## src/rtl/hazard_control.sv

```systemverilog
// hazard_control: pipeline hazard controller for the five-stage RISC-V core.
// Drives PC/F-D/D-X/X-M/M-W stall, hold and flush controls plus the execute-stage
// forwarding selects; counts post-redirect fetch bubbles for the synchronous I-mem.
//
// Ports:
//   clock, reset                 rising-edge clock, synchronous active-high reset
//   d_rs1/d_rs2, x_rs1/x_rs2     source registers of the instructions in D and X
//   x_rd, x_reg_write_enabled,
//   x_writeback_select           destination/write info of the instruction in X
//   x_branch_taken, x_jump       control-flow redirect resolved in X
//   m_rd/w_rd, m_/w_reg_write_enabled   destination info in M and W (forwarding)
//   m_mem_busy                   data memory wait state; whole back end freezes
//   pc_stall, fd_stall, fd_flush, dx_stall, dx_flush, dx_hold, xm_hold, mw_bubble
//                                pipeline register controls (combinational)
//   forward_a_select/_b_select   0 = register file, 1 = M result, 2 = W result
//   stall_count, flush_count, freeze_count   32-bit wrap-around perf counters
//
// Build option: define HAZARD_PERF_CNT_EN to implement the performance counters;
// when it is undefined the counter ports are tied to zero and no flops exist.
//
// Latency: all controls are combinational from inputs and registered state.
// Backpressure: m_mem_busy freezes PC, F/D, D/X and X/M and bubbles M/W.

module hazard_control #(
  parameter int         REDIRECT_BUBBLES = 1,     // 0..3 extra fetch bubbles
  parameter logic [1:0] WB_SEL_MEM       = 2'd2   // writeback_select of a load
) (
  input  logic        clock,
  input  logic        reset,
  input  logic [4:0]  d_rs1,
  input  logic [4:0]  d_rs2,
  input  logic [4:0]  x_rs1,
  input  logic [4:0]  x_rs2,
  input  logic [4:0]  x_rd,
  input  logic        x_reg_write_enabled,
  input  logic [1:0]  x_writeback_select,
  input  logic        x_branch_taken,
  input  logic        x_jump,
  input  logic [4:0]  m_rd,
  input  logic [4:0]  w_rd,
  input  logic        m_reg_write_enabled,
  input  logic        w_reg_write_enabled,
  input  logic        m_mem_busy,
  output logic        pc_stall,
  output logic        fd_stall,
  output logic        fd_flush,
  output logic        dx_stall,
  output logic        dx_flush,
  output logic        dx_hold,
  output logic        xm_hold,
  output logic        mw_bubble,
  output logic [1:0]  forward_a_select,
  output logic [1:0]  forward_b_select,
  output logic [31:0] stall_count,
  output logic [31:0] flush_count,
  output logic [31:0] freeze_count
);

  localparam logic [1:0] BUBBLE_INIT = 2'(REDIRECT_BUBBLES);

  localparam logic [1:0] FWD_RF = 2'd0;
  localparam logic [1:0] FWD_M  = 2'd1;
  localparam logic [1:0] FWD_W  = 2'd2;

  typedef enum logic {
    RUN      = 1'b0,
    REDIRECT = 1'b1
  } state_e;

  state_e     state_q, state_d;
  logic [1:0] bubble_cnt_q, bubble_cnt_d;

  logic load_use;
  logic redirect;

  // A load in X whose result is needed by D cannot be forwarded in time; the
  // bubble lets the load reach M so the consumer picks it up from W forwarding.
  assign load_use = x_reg_write_enabled
                 && (x_writeback_select == WB_SEL_MEM)
                 && (x_rd != 5'd0)
                 && ((x_rd == d_rs1) || (x_rd == d_rs2));

  assign redirect = x_branch_taken || x_jump;

  // ---------------------------------------------------------------------------
  // State register
  // ---------------------------------------------------------------------------
  always_ff @(posedge clock) begin
    if (reset) begin
      state_q      <= RUN;
      bubble_cnt_q <= 2'd0;
    end else begin
      state_q      <= state_d;
      bubble_cnt_q <= bubble_cnt_d;
    end
  end

  // ---------------------------------------------------------------------------
  // Next state and pipeline controls, highest priority first
  // ---------------------------------------------------------------------------
  always_comb begin
    state_d      = state_q;
    bubble_cnt_d = bubble_cnt_q;
    pc_stall     = 1'b0;
    fd_stall     = 1'b0;
    fd_flush     = 1'b0;
    dx_stall     = 1'b0;
    dx_flush     = 1'b0;
    dx_hold      = 1'b0;
    xm_hold      = 1'b0;
    mw_bubble    = 1'b0;

    if (reset) begin
      // Pipeline registers load NOPs while the core is held in reset.
      fd_flush     = 1'b1;
      dx_flush     = 1'b1;
      state_d      = RUN;
      bubble_cnt_d = 2'd0;
    end else if (m_mem_busy) begin
      // Everything upstream of M/W freezes; the branch in X stays put and is
      // resolved again once memory is ready. State and counter hold.
      pc_stall  = 1'b1;
      fd_stall  = 1'b1;
      dx_hold   = 1'b1;
      xm_hold   = 1'b1;
      mw_bubble = 1'b1;
    end else if (redirect) begin
      fd_flush = 1'b1;
      dx_flush = 1'b1;
      if (BUBBLE_INIT != 2'd0) begin
        state_d      = REDIRECT;
        bubble_cnt_d = BUBBLE_INIT;
      end else begin
        state_d      = RUN;
        bubble_cnt_d = 2'd0;
      end
    end else if (state_q == REDIRECT) begin
      // The synchronous I-mem still returns stale words: keep squashing F/D.
      fd_flush = 1'b1;
      if (bubble_cnt_q <= 2'd1) begin
        state_d      = RUN;
        bubble_cnt_d = 2'd0;
      end else begin
        bubble_cnt_d = bubble_cnt_q - 2'd1;
      end
    end else if (load_use) begin
      pc_stall = 1'b1;
      fd_stall = 1'b1;
      dx_stall = 1'b1;
    end
  end

  // ---------------------------------------------------------------------------
  // Forwarding selects; M is the younger result so it wins over W
  // ---------------------------------------------------------------------------
  function automatic logic [1:0] fwd_sel(input logic [4:0] rs,
                                         input logic [4:0] mrd, input logic mwe,
                                         input logic [4:0] wrd, input logic wwe);
    logic [1:0] sel;
    sel = FWD_RF;
    if (mwe && (mrd != 5'd0) && (mrd == rs)) begin
      sel = FWD_M;
    end else if (wwe && (wrd != 5'd0) && (wrd == rs)) begin
      sel = FWD_W;
    end
    return sel;
  endfunction

  always_comb begin
    forward_a_select = FWD_RF;
    forward_b_select = FWD_RF;
    if (!reset) begin
      forward_a_select = fwd_sel(x_rs1, m_rd, m_reg_write_enabled,
                                 w_rd, w_reg_write_enabled);
      forward_b_select = fwd_sel(x_rs2, m_rd, m_reg_write_enabled,
                                 w_rd, w_reg_write_enabled);
    end
  end

  // ---------------------------------------------------------------------------
  // Performance counters
  // ---------------------------------------------------------------------------
`ifdef HAZARD_PERF_CNT_EN
  logic [31:0] stall_cnt_q,  stall_cnt_d;
  logic [31:0] flush_cnt_q,  flush_cnt_d;
  logic [31:0] freeze_cnt_q, freeze_cnt_d;

  // dx_stall is only raised by a load-use stall and dx_flush only by a redirect
  // or reset, so the events come straight from the decoded controls.
  always_comb begin
    stall_cnt_d  = stall_cnt_q;
    flush_cnt_d  = flush_cnt_q;
    freeze_cnt_d = freeze_cnt_q;
    if (dx_stall) begin
      stall_cnt_d = stall_cnt_q + 32'd1;
    end
    if (dx_flush && !reset) begin
      flush_cnt_d = flush_cnt_q + 32'd1;
    end
    if (m_mem_busy && !reset) begin
      freeze_cnt_d = freeze_cnt_q + 32'd1;
    end
  end

  always_ff @(posedge clock) begin
    if (reset) begin
      stall_cnt_q  <= 32'd0;
      flush_cnt_q  <= 32'd0;
      freeze_cnt_q <= 32'd0;
    end else begin
      stall_cnt_q  <= stall_cnt_d;
      flush_cnt_q  <= flush_cnt_d;
      freeze_cnt_q <= freeze_cnt_d;
    end
  end

  assign stall_count  = stall_cnt_q;
  assign flush_count  = flush_cnt_q;
  assign freeze_count = freeze_cnt_q;
`else
  assign stall_count  = 32'd0;
  assign flush_count  = 32'd0;
  assign freeze_count = 32'd0;
`endif

endmodule

```

## config.mk

```make
export PLATFORM = sky130hd
export DESIGN_NAME = hazard_control
export DESIGN_NICKNAME = d
export VERILOG_FILES = /design/src/rtl/hazard_control.sv
export SDC_FILE = /design/constraint.sdc
export NUM_CORES = 1
export LEC_CHECK = 0
export ABC_AREA = 1
export CORE_ASPECT_RATIO = 1.75
export CORE_MARGIN = 2
export CORE_UTILIZATION = 27
export CTS_BUF_LIST = sky130_fd_sc_hd__clkbuf_8
export CTS_CLUSTER_SIZE = 40
export DETAILED_ROUTE_END_ITERATION = 8
export PLACE_DENSITY = 0.85
export SYNTH_ARGS = -nofsm -noshare
export SYNTH_HDL_FRONTEND = slang
export SYNTH_SLANG_ARGS = --single-unit
```

## constraint.sdc

```tcl
create_clock -name clock -period 1.05 [get_ports clock]
set_input_delay 0.21 -clock clock [delete_from_list [all_inputs] [get_ports clock]]
set_output_delay 0.21 -clock clock [all_outputs]
set_load 0.03 [all_outputs]
```

Word level (Yosys, flattened, before mapping). Index checks and enable logic that the tools add are counted. Widths: inputs -> output; s select.

Add/sub/neg operators: 1. $mul: 0. Divide/modulo/power cells: 0. Order comparisons: 1. Eq/ne operators: 7. Shift operators: 0. Multiplexer cells: 28. Bitwise gates (word level): 1. Reductions and logical operators: 16.

Operators by type and width (number): $eq 5x5->1 (6); $mux 1 (19); $mux 2 (9); $reduce_bool 5->1 (3); $logic_and 1x1->1 (9); $eq 2x2->1 const B (1); $le 2x1->1 const B (1); $logic_or 1x1->1 (2); $reduce_and 2->1 (1); $reduce_bool 2->1 (1); $sub 2x1->2 const B (1); $not 1->1 (1).

Register bits after elaboration: 3. Latch bits: 0. RAM bits: 0. ROM bits: 0. Memories: 0.

Depth between registers and ports, before layout. Gate-level depths: netlist of run 1.

Word-level depth: 9. Gate-level depth with buffers: 9.

Worst setup path before layout of run 1. OpenSTA, ideal clock, no wires.

Path type: input to output. From: in m_mem_busy. To: out pc_stall. Arrival: 1315 ps. Slack: -475 ps. Stages on the path: 5. Path buffers: 1. Cells stage by stage: inv_1 -> nor2_1 -> inv_1 -> nand2_1 -> buf_4.

Cells in the longest elaborated chain, start to end: 2.

Ends and longest elaborated chain: from (decl) (RTL line 43) `input logic m_mem_busy,`; $mux 1 (2 in series); to (decl) (RTL line 44) `output logic pc_stall,`.

No other way between the ends.

Worst setup path after layout of run 1.
From: in x_jump. To: out pc_stall.

Cells in the longest elaborated chain, start to end: 4.

Ends and longest elaborated chain: from (decl) (RTL line 38) `input logic x_jump,`; $logic_or 1x1->1 (RTL line 83) `assign redirect = x_branch_taken || x_jump;`; $mux 1 (RTL line 127) `end else if (redirect) begin`; $mux 1 (RTL line 119) `end else if (m_mem_busy) begin`; $mux 1 (RTL line 113) `if (reset) begin`.

No other way between the ends.

==> key figures, run 1 <==
Power
  – Net switching component of the power: 0.8759 mW
  – Power share of the sequential group: 0.078
  – Worst supply voltage drop on vdd: roughly 0.33 mV
  – Fraction of power consumed by combinational cells: 0.720
  – Switch share: 0.5405
  – Internal power summed over all cells: 0.7447 mW
  – PD cells: around 710 nW/µm²
  – Tot Pwr: 1.621 mW
  – P_leak: 1.238 nW
  – Clock Power Share: 0.202

STA
  – Post-route minimum period: around 1400 ps
  – Number of endpoints with negative hold slack in the final report: 0
  – Final setup vio count: 9
  – Fin crit share: 1.350
  – Setup clock skew after layout: 3.331 ps
  – Max-slew violation count: 0
  – Setup_tns: -2192 ps
  – Maximum clock frequency: about 710 MHz
  – Worst setup slack after layout: -367.5 ps
  – Unrepaired setup endpoints after global routing: yes

Placement
  – Post-DP HPWL: 3.067 mm
  – Number of cells after detailed placement: 379
  – Count of buffers from port buffering: between 50 and 60
  – Global placement routability congestion: 0.8052

Floorplan
  – Ports: 153
  – Placeable core area: 5299 µm²
  – Width of the chip: 60.02 µm
  – Row cnt: 35
  – Die outline area: slightly above 6000 µm²
  – Die Y: 102.0 µm
  – Initial cell density of the core: 0.2798

Worst setup path
  – Reg-to-reg critical path startpoint: state_q
  – CP most frequent cell: nand2_2
  – Critical Path Max Stage Delay: 190 ps
  – Worst-path cell with the longest stage delay: clkdlybuf4s15_1
  – Data arrival time at the worst-slack endpoint: around 1200 ps
  – Series of cell instances along the critical path: clkdlybuf4s15_1 > nor2_4 > nand2_2 > clkinv_1 > nand4_1 > nor2_2 > nand2_2 > nand2_4 > buf_6
  – Maximum fanout count along the critical path: 2
  – Critical Path Start: x_jump
  – Launching element type of the critical path: primary input
  – WP data required: 840 ps
  – Crit end category: output pin
  – Type of the setup path with the least slack: in -> out

Final layout
  – Layout cell share with drive strength beyond 1: 0.3994
  – Number of cells in the finished layout apart from fillers: 387
  – Top library cells by usage in the layout, fill and taps aside: 96 x conb_1, 32 x nand2_1, 17 x buf_6, 15 x inv_1, 13 x inv_2
  – Final net count: around 360
  – Layout area overhead: 53.59%
  – Commonest non-fill, non-tap cell in the layout: conb_1
  – N_diodes: 0
  – Fillers: 508

Worst hold path
  – Hold Path Origin: reset
  – Min-Delay Path Class: in -> reg

Flow run
  – MaxCap Viol Count: 0

Global route
  – Via count of the first global-routing pass: approximately 1.2k
  – Initial antenna violation count: 0
  – Residual overflow from global routing: 0
  – Aggregate global-route resource usage: 0.1172
  – Pin count of the biggest net entering global routing: 6
  – First-pass GRT wire length: 5.257 mm

Clocking
  – Buffer cell driving the clock tree root: clkbuf_8
  – TritonCTS clock tree: built
  – Clock sink count: 3
  – TritonCTS buffer count: 3
  – Reg clk slew, reported paths: ~30 ps
  – Number of levels in the clock H-tree: 1
  – Clock latency on the worst-skew pair: 220 ps
  – Buffer levels on the longest clock path: 2

Synth
  – Sequential fraction of the synthesis area: 0.04051
  – Number of distinct library cells after synthesis: 19
  – Count of mapped cells out of synthesis: 246
  – Mean instance size in the synthesized netlist: 6.027 µm²
  – Flip-flop and latch count after synthesis: 3
  – Post-synthesis instance area: 1483 µm²
  – Total of warnings raised by yosys: 0

Drt
  – Post-DR vias/cell: 3.667
  – Overall via count from detail_route: 1419
  – Number of design rule violations left after detail routing: 0
  – Length of routed met2 wiring: 2.298 mm
  – DRT antenna net count: 0
  – Routed length on met3: 479 µm
  – DR WL/cell: 10.08 µm
  – Highest signal layer in the routed design: met4
  – First-pass detailed-route iteration total: 3
  – Met1 wire length: around 1.0 mm
  – Iter 0 DRT Violations: 26
  – Aggregate routed wire length: between 3 and 4 mm

Run status
  – Result of the run: complete, but fails checks
  – Violations in the final reports: negative setup slack
[cell type report]
cell class / instances / area [µm²] / area share
Tap cell: 74 / 92.59 / 0.04066
Multi-Input combinational cell: 208 / 1255 / 0.5511
Timing Repair Buffer: 67 / 699.4 / 0.3071
Inverter: 31 / 123.9 / 0.05440
Clock buffer: 3 / 41.29 / 0.01813
Clock inverter: 1 / 3.754 / 0.001648
Sequential cell: 3 / 61.31 / 0.02692
[routing by layer]
| layer | global-route usage | vias up |
|---|---|---|
| li1 | - | 672 |
| met1 | 0.07334 | 607 |
| met3 | 0.02658 | 10 |
| met4 | 0.06496 | 0 |
| met2 | 0.2617 | 130 |
| met5 | 0 | - |
[kinds of logic after synthesis]
logic type             share of synthesized area
XOR/XNOR                                 0.09451
other                                   0.002529
AND/OR/NAND/NOR                           0.2506
flip-flops                               0.04051
buffers and inverters                     0.5797
AO/OA/AOI/OAI                            0.03206
[repair_timing]
item	4_1_cts	5_1_grt
hold buffers	0	0
pin swaps	57	35
resized for setup	203	54
buffers inserted	4	1
setup endpoints to repair	15	13
[synthesized netlist by cell type]
cell type,n,area share
a21oi_1,2,0.0068
buf_4,99,0.50
clkinv_1,1,0.0025
conb_1,1,0.0025
dfxtp_1,3,0.041
inv_1,22,0.056
inv_2,8,0.020
nand2_1,41,0.10
nand2_2,4,0.017
nand3_1,10,0.034
nand4_1,1,0.0042
nor2_1,22,0.056
nor2_2,5,0.021
nor3_1,2,0.0068
o211ai_1,1,0.0051
o21ai_0,3,0.010
o21ai_1,3,0.010
or2_0,2,0.0084
xnor2_1,16,0.095
[path summary, 6_finish.rpt]
path                                   endpoint  slack (ps)  cells after the start
worst max-delay path                   pc_stall        -370                      9
worst min-delay path                    state_q         360                      4
worst max register to register  bubble_cnt_q[1]          10                      9
worst min register to register          state_q         470                      2
[worst max-delay path: cells and delay by family]
family	cells	cell delay, ps
simple gates	6	630
buf+inv	3	360
[power groups by stage]
stage	clock network, mW	logic, mW	registers, mW
global route	0.354	1.24	0.127
CTS	0.343	1.06	0.126
detailed placement	0	0.974	0.125
finish	0.327	1.17	0.126
floorplan	0	0.950	0.124
global placement	0	0.964	0.125
[through the flow]
stage,util,instance area (µm²),worst slack [ps],hold slack (ps)
final,0.4298,2277,-367.5,363.8
after CTS,0.3995,2117,-352.9,394.9
after global routing,0.4298,2277,-417.4,388.9
after global placement,0.3518,1864,-698.7,458.3
after detailed placement,0.3518,1864,-719.3,461.1
after floorplan,-,1898,-111.0,279.1
[registers in the layout, indices dropped and copies added, names as in the netlist]
name	flops
state_q	1
bubble_cnt_q	2
(Power assumes the default switching activity.)
==> run 2: changes to the inputs <==
--- a/config.mk
+++ b/config.mk
@@ -10,7 +10,7 @@
 export CORE_MARGIN = 2
 export CORE_UTILIZATION = 27
 export CTS_BUF_LIST = sky130_fd_sc_hd__clkbuf_8
-export CTS_CLUSTER_SIZE = 40
+export CTS_CLUSTER_SIZE = 28
 export DETAILED_ROUTE_END_ITERATION = 8
 export PLACE_DENSITY = 0.85
 export SYNTH_ARGS = -nofsm -noshare
==> results of run 2 <==
The final DEF is identical to that of run 1; final timing and power are the same.
